File: config.mk
export PLATFORM = sky130hd
export DESIGN_NAME = read_bus_arbiter_flat
export DESIGN_NICKNAME = d
export VERILOG_FILES = /design/src/rtl/read_bus_arbiter_if.sv /design/src/rtl/read_bus_arbiter.sv /design/src/flat_wrapper.sv
export SDC_FILE = /design/constraint.sdc
export NUM_CORES = 1
export LEC_CHECK = 0
export CAP_MARGIN = 40
export CORE_MARGIN = 2
export CORE_UTILIZATION = 29
export CTS_BUF_LIST = sky130_fd_sc_hd__clkbuf_8
export DETAILED_ROUTE_END_ITERATION = 8
export HOLD_SLACK_MARGIN = 0.03
export PLACE_DENSITY = 0.91
export SETUP_SLACK_MARGIN = 0.05
export SLEW_MARGIN = 25
export SYNTH_ARGS = -nofsm -noshare
export SYNTH_HDL_FRONTEND = slang
export SYNTH_SLANG_ARGS = --single-unit
File: constraint.sdc
create_clock -name clk -period 2.8 [get_ports clk]
set_clock_uncertainty 0.2 [all_clocks]
set_input_delay 0.56 -clock clk [delete_from_list [all_inputs] [get_ports clk]]
set_output_delay 0.56 -clock clk [all_outputs]
set_load 0.02 [all_outputs]
File: src/rtl/read_bus_arbiter_if.sv
// rtl/read_bus_arbiter_if.sv - bundle of the fetch, load and slave read channels around the arbiter
interface read_bus_arbiter_if #(
    parameter int ADDR_BITS = 32,
    parameter int DATA_BITS = 32
);
    // fetch master (m0)
    logic [ADDR_BITS-1:0] m0_addr;
    logic                 m0_avalid;
    logic                 m0_aready;
    logic                 m0_flush;
    logic                 m0_valid;
    logic [DATA_BITS-1:0] m0_data;

    // load master (m1)
    logic [ADDR_BITS-1:0] m1_addr;
    logic                 m1_avalid;
    logic                 m1_aready;
    logic                 m1_valid;
    logic [DATA_BITS-1:0] m1_data;

    // shared in-order read slave
    logic [ADDR_BITS-1:0] s_addr;
    logic                 s_avalid;
    logic                 s_aready;
    logic                 s_valid;
    logic [DATA_BITS-1:0] s_data;

    // The arbiter serves the two masters and drives the shared slave.
    modport slave (
        input  m0_addr, m0_avalid, m0_flush,
        output m0_aready, m0_valid, m0_data,
        input  m1_addr, m1_avalid,
        output m1_aready, m1_valid, m1_data,
        output s_addr, s_avalid,
        input  s_aready, s_valid, s_data
    );

    // The environment: both requesters plus the read slave itself.
    modport master (
        output m0_addr, m0_avalid, m0_flush,
        input  m0_aready, m0_valid, m0_data,
        output m1_addr, m1_avalid,
        input  m1_aready, m1_valid, m1_data,
        input  s_addr, s_avalid,
        output s_aready, s_valid, s_data
    );
endinterface

File: src/rtl/read_bus_arbiter.sv
// rtl/read_bus_arbiter.sv - round-robin two-master read arbiter with in-order response routing and fetch flush
module read_bus_arbiter #(
    parameter int OUTSTANDING = 4,
    parameter int ADDR_BITS   = 32,
    parameter int DATA_BITS   = 32
) (
    input  logic                           clk,
    input  logic                           rst,
    read_bus_arbiter_if.slave              bus,
    output logic [$clog2(OUTSTANDING):0]   outstanding,
    output logic                           resp_error
);
    localparam int   PTR_BITS = $clog2(OUTSTANDING);
    localparam int   CNT_BITS = PTR_BITS + 1;
    localparam logic OWNER_M0 = 1'b0;
    localparam logic OWNER_M1 = 1'b1;

    // Route FIFO: owner of each accepted request plus a discard mark set by a fetch flush.
    logic                owner_q   [OUTSTANDING];
    logic                discard_q [OUTSTANDING];
    logic [PTR_BITS-1:0] wr_ptr;
    logic [PTR_BITS-1:0] rd_ptr;
    logic [CNT_BITS-1:0] count;
    logic                last_grant;
    logic                resp_error_q;

    logic                fifo_full;
    logic                fifo_empty;
    logic                head_owner;
    logic                head_discard;
    logic                pop;
    logic                push;
    logic                can_issue;
    logic                any_req;
    logic                grant_m1;
    logic [ADDR_BITS-1:0] gnt_addr;
    logic [DATA_BITS-1:0] resp_data;

    // Arbitration, issue gating and response steering; everything is forced to 0 while in reset.
    always_comb begin
        fifo_full    = (count == CNT_BITS'(OUTSTANDING));
        fifo_empty   = (count == '0);
        head_owner   = owner_q[rd_ptr];
        head_discard = discard_q[rd_ptr];
        pop          = !rst && bus.s_valid && !fifo_empty;
        // A full FIFO can still take a request when the head retires this same cycle.
        can_issue    = !fifo_full || pop;
        any_req      = bus.m0_avalid || bus.m1_avalid;
        // m1 wins only when alone or when m0 was served last.
        grant_m1     = bus.m1_avalid && (!bus.m0_avalid || (last_grant == OWNER_M0));
        gnt_addr     = grant_m1 ? bus.m1_addr : bus.m0_addr;
        resp_data    = bus.s_data;

        bus.s_avalid  = !rst && can_issue && any_req;
        bus.s_addr    = bus.s_avalid ? gnt_addr : '0;
        push          = bus.s_avalid && bus.s_aready;
        bus.m0_aready = push && !grant_m1;
        bus.m1_aready = push && grant_m1;

        // A flush in the same cycle as a fetch response kills that response too.
        bus.m0_valid  = pop && (head_owner == OWNER_M0) && !head_discard && !bus.m0_flush;
        bus.m1_valid  = pop && (head_owner == OWNER_M1);
        bus.m0_data   = bus.m0_valid ? resp_data : '0;
        bus.m1_data   = bus.m1_valid ? resp_data : '0;

        outstanding   = rst ? '0 : count;
        resp_error    = !rst && resp_error_q;
    end

    // Route FIFO bookkeeping, flush marking, round-robin history and sticky response error.
    always_ff @(posedge clk) begin
        if (rst) begin
            for (int i = 0; i < OUTSTANDING; i++) begin
                owner_q[i]   <= OWNER_M0;
                discard_q[i] <= 1'b0;
            end
            wr_ptr       <= '0;
            rd_ptr       <= '0;
            count        <= '0;
            last_grant   <= OWNER_M1;
            resp_error_q <= 1'b0;
        end else begin
            for (int i = 0; i < OUTSTANDING; i++) begin
                if (bus.m0_flush && (owner_q[i] == OWNER_M0)) begin
                    discard_q[i] <= 1'b1;
                end
            end
            // The request accepted alongside a flush is the redirect target, so it is written clean.
            if (push) begin
                owner_q[wr_ptr]   <= grant_m1;
                discard_q[wr_ptr] <= 1'b0;
                wr_ptr            <= wr_ptr + 1'b1;
                last_grant        <= grant_m1;
            end
            if (pop) begin
                rd_ptr <= rd_ptr + 1'b1;
            end
            case ({push, pop})
                2'b10:   count <= count + 1'b1;
                2'b01:   count <= count - 1'b1;
                default: count <= count;
            endcase
            if (bus.s_valid && fifo_empty) begin
                resp_error_q <= 1'b1;
            end
        end
    end
endmodule

File: src/flat_wrapper.sv
// flat-port wrapper written by rule: the top's interface ports become plain ports
module read_bus_arbiter_flat 
#(
    parameter int OUTSTANDING = 4,
    parameter int ADDR_BITS   = 32,
    parameter int DATA_BITS   = 32
)
  (clk, rst, outstanding, resp_error, bus_m0_addr, bus_m0_avalid, bus_m0_flush, bus_m0_aready, bus_m0_valid, bus_m0_data, bus_m1_addr, bus_m1_avalid, bus_m1_aready, bus_m1_valid, bus_m1_data, bus_s_addr, bus_s_avalid, bus_s_aready, bus_s_valid, bus_s_data);
  read_bus_arbiter_if #(.ADDR_BITS(ADDR_BITS), .DATA_BITS(DATA_BITS)) bus_i ();
  input  logic clk;
  input  logic rst;
  output logic [$clog2(OUTSTANDING):0] outstanding;
  output logic resp_error;
  input wire logic [$bits(bus_i.m0_addr)-1:0] bus_m0_addr;
  input wire logic [$bits(bus_i.m0_avalid)-1:0] bus_m0_avalid;
  input wire logic [$bits(bus_i.m0_flush)-1:0] bus_m0_flush;
  output wire logic [$bits(bus_i.m0_aready)-1:0] bus_m0_aready;
  output wire logic [$bits(bus_i.m0_valid)-1:0] bus_m0_valid;
  output wire logic [$bits(bus_i.m0_data)-1:0] bus_m0_data;
  input wire logic [$bits(bus_i.m1_addr)-1:0] bus_m1_addr;
  input wire logic [$bits(bus_i.m1_avalid)-1:0] bus_m1_avalid;
  output wire logic [$bits(bus_i.m1_aready)-1:0] bus_m1_aready;
  output wire logic [$bits(bus_i.m1_valid)-1:0] bus_m1_valid;
  output wire logic [$bits(bus_i.m1_data)-1:0] bus_m1_data;
  output wire logic [$bits(bus_i.s_addr)-1:0] bus_s_addr;
  output wire logic [$bits(bus_i.s_avalid)-1:0] bus_s_avalid;
  input wire logic [$bits(bus_i.s_aready)-1:0] bus_s_aready;
  input wire logic [$bits(bus_i.s_valid)-1:0] bus_s_valid;
  input wire logic [$bits(bus_i.s_data)-1:0] bus_s_data;
  assign bus_i.m0_addr = bus_m0_addr;
  assign bus_i.m0_avalid = bus_m0_avalid;
  assign bus_i.m0_flush = bus_m0_flush;
  assign bus_m0_aready = bus_i.m0_aready;
  assign bus_m0_valid = bus_i.m0_valid;
  assign bus_m0_data = bus_i.m0_data;
  assign bus_i.m1_addr = bus_m1_addr;
  assign bus_i.m1_avalid = bus_m1_avalid;
  assign bus_m1_aready = bus_i.m1_aready;
  assign bus_m1_valid = bus_i.m1_valid;
  assign bus_m1_data = bus_i.m1_data;
  assign bus_s_addr = bus_i.s_addr;
  assign bus_s_avalid = bus_i.s_avalid;
  assign bus_i.s_aready = bus_s_aready;
  assign bus_i.s_valid = bus_s_valid;
  assign bus_i.s_data = bus_s_data;
  read_bus_arbiter #(.OUTSTANDING(OUTSTANDING), .ADDR_BITS(ADDR_BITS), .DATA_BITS(DATA_BITS)) u_core (.clk(clk), .rst(rst), .bus(bus_i), .outstanding(outstanding), .resp_error(resp_error));
endmodule
==> out/qor_table.md <==
| Quantity | Reported |
|---|---|
| Worst Max-Slew Pin Slew | 334 ps |
| Combinational power share | 57.4% |
| Die width | 92.4 um |
| Cell Area, Placed | 0.00464 mm^2 |
| Switching power as a share of total power | 38.3% |
| DRC violation count after routing | 0 |
| Final count of hold timing violations | 0 |
| Startpoint of the worst register-to-register path | u_core.count[0] |
| Detailed placer's ending HPWL | 7.24 mm |
| Power density normalized to cell area | 244 mW/mm^2 |
| Endpoint of the worst-slack reg-to-reg timing path | u_core.count[2] |
| Final period demand of the worst path | 2800 ps |
| Number of nets with antenna violations after routing | 0 |
| Xor and xnor area share after synthesis | 0.772% |
| Reg2reg setup slack | 70 ps |
| Simple-gate portion of the synthesized area | 45.9% |
| Largest cells by area after synthesis | nor4_2, dfxtp_1, nand2_1 |
| Total Nets Final | 654 |
| Worst relative slew slack | 77.5% |
| Switching power of the nets | 0.466 mW |
| Buffers on Ports | 207 |
| TritonCTS clock tree | built |
| Largest net degree at the start of global routing | 31 |
| Final critical-path share of the clock period | 100% |
| Remaining Overflow, GRT | 0 |
| Num rows | 32 |
| Largest voltage drop on the vdd net | 0.167 mV |
| Crit path launch type | flip-flop |
| Commonest cells after routing, fill and taps aside | clkdlybuf4s50_1, nand2_1, buf_4 |
| Clock-pin slew of the registers on the worst-case setup and hold paths | 80 ps |
| Area of the core | 0.00765 mm^2 |
| Die outline area | 0.00855 mm^2 |
| Data arrival time of the worst path | 2040 ps |
| Syn_nets | 432 |
| Detailed-route wire length | 10.2 mm |
| Clock Power Share | 16.4% |
| Number of fillers in the final layout | 559 |
| Run status | finished clean |
| Count of distinct cell types in the synthesized netlist | 39 |
| 1st-iter DRT viols | 148 |
| Min-delay worst type | flip-flop to flip-flop |
| Inserted Clock Buffers | 3 |
| Layout Cells excl Fill | 646 |
| Synthesized netlist cell count | 323 |
| Max-cap violation count | 0 |
| Internal power of the cells | 0.750 mW |
| Largest family of logic cells by synthesized area | simple AND/OR/NAND/NOR gates |
| Path type of the worst setup path | flip-flop to primary output |
| Top fanout value on the critical path | 8 |
| Synthesis Warnings | 0 |
| Share of post-route cells with drive strength above 1 | 36.6% |
| Start point of the critical path | u_core.owner_q[0] |
| Share of the synthesized area in the top cell type | 14.3% |
| Compound-cell area share of the yosys netlist | 14.5% |
| Cell type with the largest total area after synthesis | nor4_2 |
| Share of total power in sequential cells | 26.2% |
| CP endpoint kind | primary output |
| Setup-violating endpoint count in the final report | 0 |
| Post-synthesis cell area | 0.00227 mm^2 |
| Clock insertion delay at the later pin of the skew report | 270 ps |
| Sequential cell area fraction in the yosys report | 18.5% |
| Vias in the first global route | 3110 |
| Setup repair after global routing missed its margin | true |
| Clk root buf | clkbuf_8 |
| Clock net sink count | 19 |
| EDFF count, synth | 4 |
| Wire length of the first global-routing pass | 14.6 mm |
| Placer congestion estimate | 0.839 |
| CP Data Required Time | 2040 ps |
| Signed area change from the synthesized netlist to the final layout | 120% |
| Syn_area_per_cell | 7.02 um^2 |
| Lkg Pwr | 2.18 nW |
| Final standard cell area without fillers | 0.00498 mm^2 |
| Portion of netlist area occupied by mux cells | 2.87% |
| Starting density of the core | 29.7% |
| Iteration count of the initial detailed-routing pass | 4 |
| Routed length per instance | 15.8 um |
| Height of the chip | 92.4 um |
| Vias after detailed routing | 3168 |
| Number of antenna violations at the first check in global routing | 0 |
| #FFs+latches synth | 19 |
| Total GRT Usage | 21.0% |
| Primary flip-flop cell chosen by synthesis mapping | dfxtp_1 |
| Post-synthesis async set-or-reset flop share | 0% |
| Most common cell after layout, fill and taps aside | clkdlybuf4s50_1 |
| Via density | 4.90 |
| Worst-case reg-to-reg path depth | 9 |
| # diodes | 0 |
| Fmax | 357 MHz |
| Count of pins over their slew limit | 0 |
| CP Capture Point | bus_m0_data[29] |
| Arithmetic-cell share of the synthesized area counting full adders, half adders and majority gates | 3.64% |
| Number of H-tree levels | 1 |
| Number of placed instances, taps included | 632 |
| # IOs | 208 |
| Clock buffer depth | 2 |
## synthesized netlist by cell type (2+ instances only)
cell type  count
nand2_1       66
inv_1         43
a21oi_1       41
and2_1        32
nor4_2        26
clkbuf_1      17
dfxtp_1       15
nor2_1         9
buf_2          5
buf_6          5
ha_1           5
a211oi_1       4
edfxtp_1       4
nand3_1        4
nor3_1         4
nand2b_1       3
nor2b_1        3
nor4_1         3
nor4_4         3
o21bai_1       3
or3_1          3
a31o_2         2
and3_1         2
mux2i_1        2
mux4_2         2
nand4_1        2
o21ai_0        2
xor2_1         2
## cell type report
type	count	area, um^2	share of cell area [%]
Timing Repair Buffer	245	2450	49.3
Multi-Input combinational cell	232	1760	35.4
Sequential cell	19	422	8.46
Inverter	44	170	3.42
Tap cell	102	128	2.56
Clock buffer	3	41.3	0.829
Clock inverter	1	5.00	0.100
## what timing repair did
item                                    CTS  global route
gates resized for setup                 444           102
endpoints found under the setup margin  105            60
cloned                                    2             4
buffers inserted                          3             1
pin swaps                                 8             1
hold buffers                              0             0
## logic make-up after synthesis
family | count (synthesis)
buffers and inverters | 72
AND/OR/NAND/NOR | 163
AO/OA/AOI/OAI | 57
adder cells (fa/ha/maj) | 6
XOR/XNOR | 2
flip-flops | 19
multiplexers | 4
## worst min path at each step
stage                              from                  end  slack (ps)  depth (start not counted)
floorplan              u_core.rd_ptr[1]            flip-flop         230                          1
global placement       u_core.rd_ptr[1]     u_core.rd_ptr[1]         240                          1
detailed placement  u_core.resp_error_q  u_core.resp_error_q         260                          2
CTS                    u_core.rd_ptr[1]            flip-flop         270                          1
global route           u_core.rd_ptr[1]            flip-flop         280                          1
finish                 u_core.rd_ptr[1]            flip-flop         260                          1
## per-stage QoR
stage               utilization [%]  total power, mW  TNS [ps]  setup WS (ps)  hold slack (ps)
floorplan                         -            0.621         0           57.1              228
global placement               60.7            0.929    -43370           -492              241
detailed placement             60.7            0.948    -46990           -549              256
CTS                            59.5             1.16         0           27.2              268
global route                   65.2             1.28      -515          -70.1              275
finish                         65.2             1.22         0          0.378              263
## power groups by stage
stage / combinational, mW / clock, mW / sequential [mW]
2_1_floorplan: 0.303 / 0 / 0.318
5_1_grt: 0.746 / 0.208 / 0.321
3_5_place_dp: 0.624 / 0 / 0.324
6_report: 0.698 / 0.199 / 0.319
4_1_cts: 0.642 / 0.200 / 0.318
3_3_place_gp: 0.607 / 0 / 0.322
## worst max-delay path, cell delays in order, from the launching register on
cell and delay, ps:
edfxtp_1 420, mux4_2 490, or2_4 320, clkbuf_16 200, nor4_2 160, buf_4 190
## per-layer routing
layer  wire length, um  part of all wire [%]  GRT usage, %
met4               432                   4.2          7.59
met5                 0                     0             0
met2              5330                    52          41.4
met1              3730                    36          22.5
met3               734                   7.2          2.85
Note: power is estimated with default switching activity, not from simulation.
